$ cat config.mk
export PLATFORM = sky130hd
export DESIGN_NAME = mem_port_arbiter_flat
export DESIGN_NICKNAME = d
export VERILOG_FILES = /design/src/rtl/mem_port_arbiter_pkg.sv /design/src/rtl/mem_port_arbiter_if.sv /design/src/rtl/mem_port_arbiter_grant.sv /design/src/rtl/mem_port_arbiter.sv /design/src/flat_wrapper.sv
export SDC_FILE = /design/constraint.sdc
export NUM_CORES = 1
export LEC_CHECK = 0
export BUFFER_PORTS_ARGS = -buffer_cell sky130_fd_sc_hd__buf_2
export CORE_AREA = 5 5 101 103
export CTS_CLUSTER_SIZE = 16
export DETAILED_ROUTE_END_ITERATION = 8
export DIE_AREA = 0 0 106 108
export MAX_ROUTING_LAYER = met4
export SETUP_SLACK_MARGIN = 0.4
export SLEW_MARGIN = 10
export SYNTH_ARGS = -nofsm -noshare
export SYNTH_HDL_FRONTEND = slang
export SYNTH_SLANG_ARGS = --single-unit
$ cat constraint.sdc
create_clock -name clk -period 1.5 [get_ports clk]
set_input_delay 0.225 -clock clk [delete_from_list [all_inputs] [get_ports clk]]
set_output_delay 0.225 -clock clk [all_outputs]
set_load 0.005 [all_outputs]
$ cat src/rtl/mem_port_arbiter_pkg.sv
// Shared types and constants for the fetch/data memory port arbiter.
// Latency: none, declarations only.
// Backpressure: none, declarations only.
package mem_arb_pkg;

    // Largest supported fixed memory read latency.
    localparam int ARB_LAT_MAX = 15;
    // Width of the completion down-counter; holds values up to ARB_LAT_MAX-1.
    localparam int ARB_CNT_W   = 4;

    typedef enum logic {
        ARB_IDLE = 1'b0,
        ARB_WAIT = 1'b1
    } arb_state_e;

    typedef enum logic {
        OWN_I = 1'b0,
        OWN_D = 1'b1
    } arb_owner_e;

endpackage

$ cat src/rtl/mem_port_arbiter_if.sv
// Bundle of fetch port, data port and shared memory port signals.
// Latency: none, wiring only.
// Backpressure: requesters hold req and fields until their ready pulse.
interface mem_port_arbiter_if #(
    parameter int ADDR_W = 32,
    parameter int DATA_W = 32
);
    logic              i_req;
    logic [ADDR_W-1:0] i_addr;
    logic              i_ready;
    logic [DATA_W-1:0] i_rdata;

    logic              d_req;
    logic              d_we;
    logic [ADDR_W-1:0] d_addr;
    logic [DATA_W-1:0] d_wdata;
    logic              d_ready;
    logic [DATA_W-1:0] d_rdata;

    logic              m_en;
    logic              m_we;
    logic [ADDR_W-1:0] m_addr;
    logic [DATA_W-1:0] m_wdata;
    logic [DATA_W-1:0] m_rdata;

    // Arbiter side: takes requests and memory read data, drives the rest.
    modport slave (
        input  i_req, i_addr, d_req, d_we, d_addr, d_wdata, m_rdata,
        output i_ready, i_rdata, d_ready, d_rdata, m_en, m_we, m_addr, m_wdata
    );

    // Requesters plus memory: the mirror image of the arbiter side.
    modport master (
        output i_req, i_addr, d_req, d_we, d_addr, d_wdata, m_rdata,
        input  i_ready, i_rdata, d_ready, d_rdata, m_en, m_we, m_addr, m_wdata
    );
endinterface

$ cat src/rtl/mem_port_arbiter_grant.sv
// Grant selection between fetch and data requesters (ARB_ROUND_ROBIN_EN selects round robin).
// Latency: purely combinational.
// Backpressure: none; the loser simply keeps requesting.
module arb_grant
    import mem_arb_pkg::*;
(
    input  logic       i_req_i,
    input  logic       d_req_i,
`ifdef ARB_ROUND_ROBIN_EN
    input  arb_owner_e last_i,
`endif
    output arb_owner_e gnt_o
);

`ifdef ARB_ROUND_ROBIN_EN
    // On a tie the port that did not win last time goes first.
    always_comb begin
        gnt_o = OWN_I;
        if (i_req_i && d_req_i) begin
            gnt_o = (last_i == OWN_D) ? OWN_I : OWN_D;
        end else if (d_req_i) begin
            gnt_o = OWN_D;
        end
    end
`else
    // Data port always wins a tie: it carries the older instruction.
    always_comb begin
        gnt_o = OWN_I;
        if (d_req_i) begin
            gnt_o = OWN_D;
        end
    end
`endif

endmodule

$ cat src/rtl/mem_port_arbiter.sv
// Serialises fetch and data accesses onto one fixed-latency memory (ARB_ROUND_ROBIN_EN: fair tie-break).
// Latency: ready LAT cycles after the issue cycle; one access per LAT+1 cycles.
// Backpressure: requester sees req & ~ready as a stall; new requests wait for IDLE.
module mem_port_arbiter
    import mem_arb_pkg::*;
#(
    parameter int ADDR_W = 32,
    parameter int DATA_W = 32,
    parameter int LAT    = 1    // legal 1..ARB_LAT_MAX
) (
    input  logic                 clk,
    input  logic                 reset,
    mem_port_arbiter_if.slave    bus
);

    arb_state_e           state_q, state_d;
    logic [ARB_CNT_W-1:0] cnt_q, cnt_d;
    arb_owner_e           owner_q, owner_d;
    arb_owner_e           gnt;
    logic                 issue;
    logic                 done;
    logic [ADDR_W-1:0]    addr_mux;
    logic [DATA_W-1:0]    wdata_mux;

`ifdef ARB_ROUND_ROBIN_EN
    arb_owner_e           last_q, last_d;
`endif

    arb_grant u_grant (
        .i_req_i (bus.i_req),
        .d_req_i (bus.d_req),
`ifdef ARB_ROUND_ROBIN_EN
        .last_i  (last_q),
`endif
        .gnt_o   (gnt)
    );

    // Reset gates the issue so the strobe drops the moment reset rises.
    assign issue = ~reset & (state_q == ARB_IDLE) & (bus.i_req | bus.d_req);
    assign done  = (state_q == ARB_WAIT) && (cnt_q == '0);

    // Next-state: take a grant in IDLE, count down in WAIT, leave on the completion cycle.
    always_comb begin
        state_d = state_q;
        cnt_d   = cnt_q;
        owner_d = owner_q;
`ifdef ARB_ROUND_ROBIN_EN
        last_d  = last_q;
`endif
        case (state_q)
            ARB_IDLE: begin
                if (issue) begin
                    state_d = ARB_WAIT;
                    cnt_d   = ARB_CNT_W'(LAT - 1);
                    owner_d = gnt;
`ifdef ARB_ROUND_ROBIN_EN
                    last_d  = gnt;
`endif
                end
            end
            ARB_WAIT: begin
                if (cnt_q == '0) begin
                    state_d = ARB_IDLE;
                end else begin
                    cnt_d = cnt_q - ARB_CNT_W'(1);
                end
            end
            default: state_d = ARB_IDLE;
        endcase
    end

    // FSM registers; an asynchronous reset abandons any access in flight.
    always_ff @(posedge clk or posedge reset) begin
        if (reset) begin
            state_q <= ARB_IDLE;
            cnt_q   <= '0;
            owner_q <= OWN_I;
`ifdef ARB_ROUND_ROBIN_EN
            last_q  <= OWN_I;
`endif
        end else begin
            state_q <= state_d;
            cnt_q   <= cnt_d;
            owner_q <= owner_d;
`ifdef ARB_ROUND_ROBIN_EN
            last_q  <= last_d;
`endif
        end
    end

    // Memory port is driven from the granted requester only during the issue cycle.
    always_comb begin
        addr_mux  = '0;
        wdata_mux = '0;
        if (issue) begin
            if (gnt == OWN_D) begin
                addr_mux  = bus.d_addr;
                wdata_mux = bus.d_wdata;
            end else begin
                addr_mux  = bus.i_addr;
            end
        end
    end

    assign bus.m_en    = issue;
    assign bus.m_we    = issue & (gnt == OWN_D) & bus.d_we;
    assign bus.m_addr  = addr_mux;
    assign bus.m_wdata = wdata_mux;

    // Completion pulses go to the registered owner; read data is forwarded straight through.
    assign bus.i_ready = done & (owner_q == OWN_I);
    assign bus.d_ready = done & (owner_q == OWN_D);
    assign bus.i_rdata = bus.i_ready ? bus.m_rdata : '0;
    assign bus.d_rdata = bus.d_ready ? bus.m_rdata : '0;

endmodule
$ cat src/flat_wrapper.sv
// flat-port wrapper written by rule: the top's interface ports become plain ports
module mem_port_arbiter_flat import mem_arb_pkg::*;
#(
    parameter int ADDR_W = 32,
    parameter int DATA_W = 32,
    parameter int LAT    = 1                           
)
  (clk, reset, bus_i_req, bus_i_addr, bus_d_req, bus_d_we, bus_d_addr, bus_d_wdata, bus_m_rdata, bus_i_ready, bus_i_rdata, bus_d_ready, bus_d_rdata, bus_m_en, bus_m_we, bus_m_addr, bus_m_wdata);
  mem_port_arbiter_if #(.ADDR_W(ADDR_W), .DATA_W(DATA_W)) bus_i ();
  input  logic clk;
  input  logic reset;
  input wire logic [$bits(bus_i.i_req)-1:0] bus_i_req;
  input wire logic [$bits(bus_i.i_addr)-1:0] bus_i_addr;
  input wire logic [$bits(bus_i.d_req)-1:0] bus_d_req;
  input wire logic [$bits(bus_i.d_we)-1:0] bus_d_we;
  input wire logic [$bits(bus_i.d_addr)-1:0] bus_d_addr;
  input wire logic [$bits(bus_i.d_wdata)-1:0] bus_d_wdata;
  input wire logic [$bits(bus_i.m_rdata)-1:0] bus_m_rdata;
  output wire logic [$bits(bus_i.i_ready)-1:0] bus_i_ready;
  output wire logic [$bits(bus_i.i_rdata)-1:0] bus_i_rdata;
  output wire logic [$bits(bus_i.d_ready)-1:0] bus_d_ready;
  output wire logic [$bits(bus_i.d_rdata)-1:0] bus_d_rdata;
  output wire logic [$bits(bus_i.m_en)-1:0] bus_m_en;
  output wire logic [$bits(bus_i.m_we)-1:0] bus_m_we;
  output wire logic [$bits(bus_i.m_addr)-1:0] bus_m_addr;
  output wire logic [$bits(bus_i.m_wdata)-1:0] bus_m_wdata;
  assign bus_i.i_req = bus_i_req;
  assign bus_i.i_addr = bus_i_addr;
  assign bus_i.d_req = bus_d_req;
  assign bus_i.d_we = bus_d_we;
  assign bus_i.d_addr = bus_d_addr;
  assign bus_i.d_wdata = bus_d_wdata;
  assign bus_i.m_rdata = bus_m_rdata;
  assign bus_i_ready = bus_i.i_ready;
  assign bus_i_rdata = bus_i.i_rdata;
  assign bus_d_ready = bus_i.d_ready;
  assign bus_d_rdata = bus_i.d_rdata;
  assign bus_m_en = bus_i.m_en;
  assign bus_m_we = bus_i.m_we;
  assign bus_m_addr = bus_i.m_addr;
  assign bus_m_wdata = bus_i.m_wdata;
  mem_port_arbiter #(.ADDR_W(ADDR_W), .DATA_W(DATA_W), .LAT(LAT)) u_core (.clk(clk), .reset(reset), .bus(bus_i));
endmodule
Word level (Yosys, flattened, before mapping)
Cells that the tools add are included.
{ "word_totals": {"ff_bits": 6, "latchBits": 0, "mem_bits_rw": 0, "mem_bits_ro": 0, "input_bits": 133, "output_inout_bits": 132, "word_cells": 33, "memories": 0} }
{ "op_classes": {"addsub": 1, "n_mul": 0, "n_div": 0, "magnitude_cmp": 0, "n_eq_ne": 2, "shift": 0, "muxes": 13, "bitwise": 10, "reduce_logical": 4} }
{ "op_table": {"columns": ["cell", "count"], "rows": [
  ["$mux 32", 6],
  ["$mux 4", 2],
  ["$pmux 4 s2", 1],
  ["$and 1x1->1", 6],
  ["$logic_not 4->1", 1],
  ["$reduce_and 2->1", 2],
  ["$sub 4x1->4 const B", 1],
  ["$mux 1", 3],
  ["$not 1->1", 3],
  ["$ne 2x1->1 const B", 1],
  ["$ne 2x2->1 const B", 1],
  ["$pmux 1 s2", 1],
  ["$logic_and 1x1->1", 1],
  ["$or 1x1->1", 1]
]} }

Longest topological paths before layout
{ "logic_depth": {"ltp_word": 5, "mapped_depth": 6} }

Cells and area by module
From an unflattened synthesis, not the netlist that was laid out.
{ "unflattened": {"cells_unflattened": 215, "hier_area_um2": 1511.4} }
{ "by_module_without_submodules": {"columns": ["mod", "n_inst", "cells_each", "area_each_um2"], "rows": [
  ["mem_port_arbiter", 1, 214, 1503.9],
  ["arb_grant", 1, 1, 7.5]
]} }

Worst setup path after synthesis
Ideal clock, no wire load.
{ "synth_path": {"path_type": "register to output", "startpoint": "reg u_core.cnt_q[0]", "endpoint": "out bus_d_rdata[22]", "t_arrival_ns": 1.393, "setup_slack_ns": -0.118, "stages_incl_launch_ff": 7, "path_cell_list": "dfrtp_1 -> inv_1 -> ha_1 -> nand2_2 -> nor4b_4 -> buf_6 -> and2_1"} }
{ "synth_via": {"elab_chain_cells": 4} }
{ "synth_rtl": {"columns": ["element", "line", "text"], "rows": [
  ["start, declared", "mem_port_arbiter.sv:17", "logic [ARB_CNT_W-1:0] cnt_q, cnt_d;"],
  ["start signal, assigned", "mem_port_arbiter.sv:83", "cnt_q <= cnt_d;"],
  ["$logic_not 4->1", "mem_port_arbiter.sv:40", "assign done = (state_q == ARB_WAIT) && (cnt_q == '0);"],
  ["$logic_and 1x1->1", "mem_port_arbiter.sv:40", null],
  ["$and 1x1->1", "mem_port_arbiter.sv:112", "assign bus.d_ready = done & (owner_q == OWN_D);"],
  ["via bus_d_ready", "flat_wrapper.sv:21", "output wire logic [$bits(bus_i.d_ready)-1:0] bus_d_ready;"],
  ["$mux 32", "mem_port_arbiter.sv:114", "assign bus.d_rdata = bus.d_ready ? bus.m_rdata : '0;"],
  ["end, declared", "flat_wrapper.sv:22", "output wire logic [$bits(bus_i.d_rdata)-1:0] bus_d_rdata;"]
]} }
The timed path passes the listed nets, and every way through them passes these cells.

Worst setup path after layout
{ "layout_path": {"startpoint": "reg u_core.cnt_q[1]", "endpoint": "out bus_d_rdata[28]"} }
{ "layout_via": {"elab_chain_cells": 4} }
{ "layout_rtl": {"columns": ["element", "line"], "rows": [
  ["$logic_not 4->1", "mem_port_arbiter.sv:40"],
  ["$logic_and 1x1->1", "mem_port_arbiter.sv:40"],
  ["$and 1x1->1", "mem_port_arbiter.sv:112"],
  ["$mux 32", "mem_port_arbiter.sv:114"]
]} }
No other way between the ends.

==> flow_metrics.py <==
metrics = {
    "clock_tree": {
        "clockBufferDepth": 2,
        "clock_tree.root_cell": "clkbuf_8",
        "cts_made_buffers": 3,
        "cts.reportedPaths.clkPinSlew_ns": 0.04,
        "cts_tree": "built",
        "clkSinkCount": 6,
        "htree_levels": 1,
        "cts.hold.buffers_added": 0,
        "clk_latency_ns": 0.22,
    },
    "global_routing": {
        "antenna_found_initial": 0,
        "overflow": 0,
        "grt_usage": 0.158,
        "grt_pass1_vias": 2617,
        "grt_max_degree": 34,
        "grt_first_pass_wirelength_um": 13900,
    },
    "floorplanning": {
        "start_util": 0.195,
        "die_area_mm2": 0.0114,
        "rows": 35,
        "fp.dieW_um": 106,
        "core-area_mm2": 0.00911,
        "ioPinCount": 265,
        "die_y_um": 108,
    },
    "logic_synthesis": {
        "synthTopCellsByArea": "and2_1 34%, mux2i_1 20%, nor2_4 18%, dfrtp_1 8.5%, buf_12 3.4%",
        "yosysTopAreaCell": "and2_1",
        "netlist_top_cells_count": "97 x and2_1, 35 x mux2i_1, 29 x nor2_4",
        "ys_seq_area_frac": 0.0846,
        "postSynthCellCount": 213,
        "syn_area_mm2": 0.00178,
        "synth_top_area_frac": 0.342,
        "synth_cell_types": 24,
        "yosysWarnings": 0,
        "synthArstFlopShare": 1.00,
        "syn_area_per_cell_um2": 8.34,
        "synth_edf_count": 0,
        "synth_ff_type": "dfrtp_1",
        "synth_nets": 347,
        "ys_ff_latch": 6,
        "yosysMostFrequentCell": "and2_1",
    },
    "timing": {
        "slew_viol_final": 0,
        "slew_headroom": 0.782,
        "layout_setup_ws_ns": -0.414,
        "fin_crit_sh": 1.28,
        "finalSetupViolCount": 134,
        "fin_skew_ns": 0.000733,
        "hold_viol_final": 0,
        "fin_setup_tns_ns": -41.61,
        "worstMarginPinSlew_ns": 0.319,
        "max_freq_mhz": 522,
        "rsz0062_at_grt": "true",
        "timing.final.crit_period_ns": 1.91,
    },
    "finish": {
        "fin_nets": 653,
        "areaGrowthSynthToFinish_pct": 158,
        "utilization": 0.503,
        "drive_gt1_frac": 0.836,
        "fillCellCount": 817,
        "diodes": 0,
    },
    "job": {
        "cap_violations": 0,
    },
    "critical_path": {
        "arrival_ns": 1.69,
        "path_cells": "inv_2, ha_4, nand2_4, nor4b_4, buf_6, clkbuf_16, and2_4, buf_6",
        "path_class": "flip-flop to output pin",
        "end_kind": "output pin",
        "cp-start-kind": "flip-flop",
        "path_buf_inv": 4,
        "crit_required_ns": 1.27,
        "crit_family": "buffers and inverters",
        "max_stage_delay_ns": 0.38,
        "slowest_stage": "dfrtp_1",
        "cpMostUsedCell": "buf_6",
        "critPathMaxFanout": 8,
    },
    "run_status": {
        "violations": "negative setup slack",
        "outcome": "complete, but fails checks",
    },
    "power_and_ir_drop": {
        "ir_drop_v": 0.000573,
        "power.density_mw_per_mm2": 919,
        "p_leak_nw": 2.53,
    },
    "route": {
        "dr_wl_met2_um": 5300,
        "drtPass1Iterations": 4,
        "routedWlPerCell_um": 16.4,
        "drc": 0,
        "met3_length_um": 1100,
        "drtIter0Drc": 60,
        "via_count": 2653,
        "routed_wl_um": 10300,
        "routed_via_density": 4.22,
        "wl_met1_um": 3810,
        "highest_layer": "met4",
        "ant_nets": 0,
    },
    "placement": {
        "dpl.hpwl_um": 7690,
        "place_congestion": 0.823,
        "port_buffers": 264,
    },
    "min_path": {
        "hold_path.class": "input port to async pin",
    },
}
[per-stage QoR]
stage          std cells  power, W  hold slack, ns  instance area, µm²  setup WS, ns
2_1_floorplan        213   0.00164          0.0247                1850       -0.0871
3_3_place_gp         593   0.00262           0.349                3410        -0.144
3_5_place_dp         593   0.00267           0.361                3410        -0.176
4_1_cts              621   0.00378           0.212                4170        -0.399
5_1_grt              628   0.00449           0.252                4580        -0.496
6_report             628   0.00421           0.217                4580        -0.414
[cell families (layout without fill, tap and decap cells)]
family          Yosys count  after routing  share of synthesized area
buf+inv                  22            325                     0.0958
mux                      35             35                      0.197
fa+ha+maj                 1              1                    0.00705
compound gates            7              7                     0.0240
simple gates            142            143                      0.591
flops                     6              6                     0.0846
[tightest hold or removal path, cell delays in order]
cell and delay (ns):
buf_2 0.11, buf_4 0.13, inv_1 0.12, buf_4 0.19
[final cells by class]
class	instances	area, µm²	area share
multi-input combinational	186	1690	0.369
tap	111	139	0.0303
timing repair buffer	317	2540	0.554
clock buffer	3	41.3	0.00901
inverter	5	23.8	0.00519
sequential	6	150	0.0328
[what timing repair did]
item                                    CTS  global route
resized for setup                       101            71
endpoints found under the setup margin  138           138
setup buffers                            19             4
gates cloned                              6             3
pin swaps                                24            34
[cell usage in the layout, fill, tap and decap left out]
master	n
mux2i_1	35
o211ai_1	1
nor2_2	1
nand4b_1	1
buf_6	91
or2_1	1
a21o_1	1
nand2_2	1
clkbuf_8	3
and2_4	65
and2_1	32
nor2_4	32
a21oi_2	1
inv_1	1
buf_16	5
and3_4	2
nor4_4	1
nor3_1	1
o21ai_0	2
buf_12	11
inv_4	2
buf_8	1
or2_4	1
inv_2	2
nand2_1	1
ha_4	1
nand2_4	1
nor2_1	2
a21o_4	1
o21ai_1	1
dfrtp_1	6
buf_4	14
nor4b_4	1
clkbuf_16	3
buf_2	192
[power by group]
| group | internal, W | total, W | switching [W] |
|---|---|---|---|
| Clock | 0.000172 | 0.000240 | 0.0000675 |
| Sequential | 0.000245 | 0.000343 | 0.0000976 |
| Combinational | 0.00222 | 0.00363 | 0.00141 |
[routing by layer]
layer,global-route usage,vias to the layer above
li1,-,1287
met1,0.186,1195
met2,0.267,161
met3,0.0537,10
met4,0.0287,0
met5,-,-
[worst paths after layout]
check	from	cells after the start	endpoint	slack, ns
worst max register to register	u_core.state_q	7	u_core.owner_q	-0.14
min in group clk	bus_i_req	4	u_core.cnt_q[1]	0.40
worst min-delay path	reset	4	u_core.cnt_q[1]	0.22
worst min register to register	u_core.owner_q	1	u_core.owner_q	0.57
worst max-delay path	u_core.cnt_q[1]	8	bus_d_rdata[28]	-0.41
max in group asynchronous	reset	4	u_core.owner_q	1.16
[sequential cells by signal (all words and copies together) (netlist names)]
name / cells
u_core.state_q: 1
u_core.cnt_q: 4
u_core.owner_q: 1
Power figures use the tool's default switching activity.
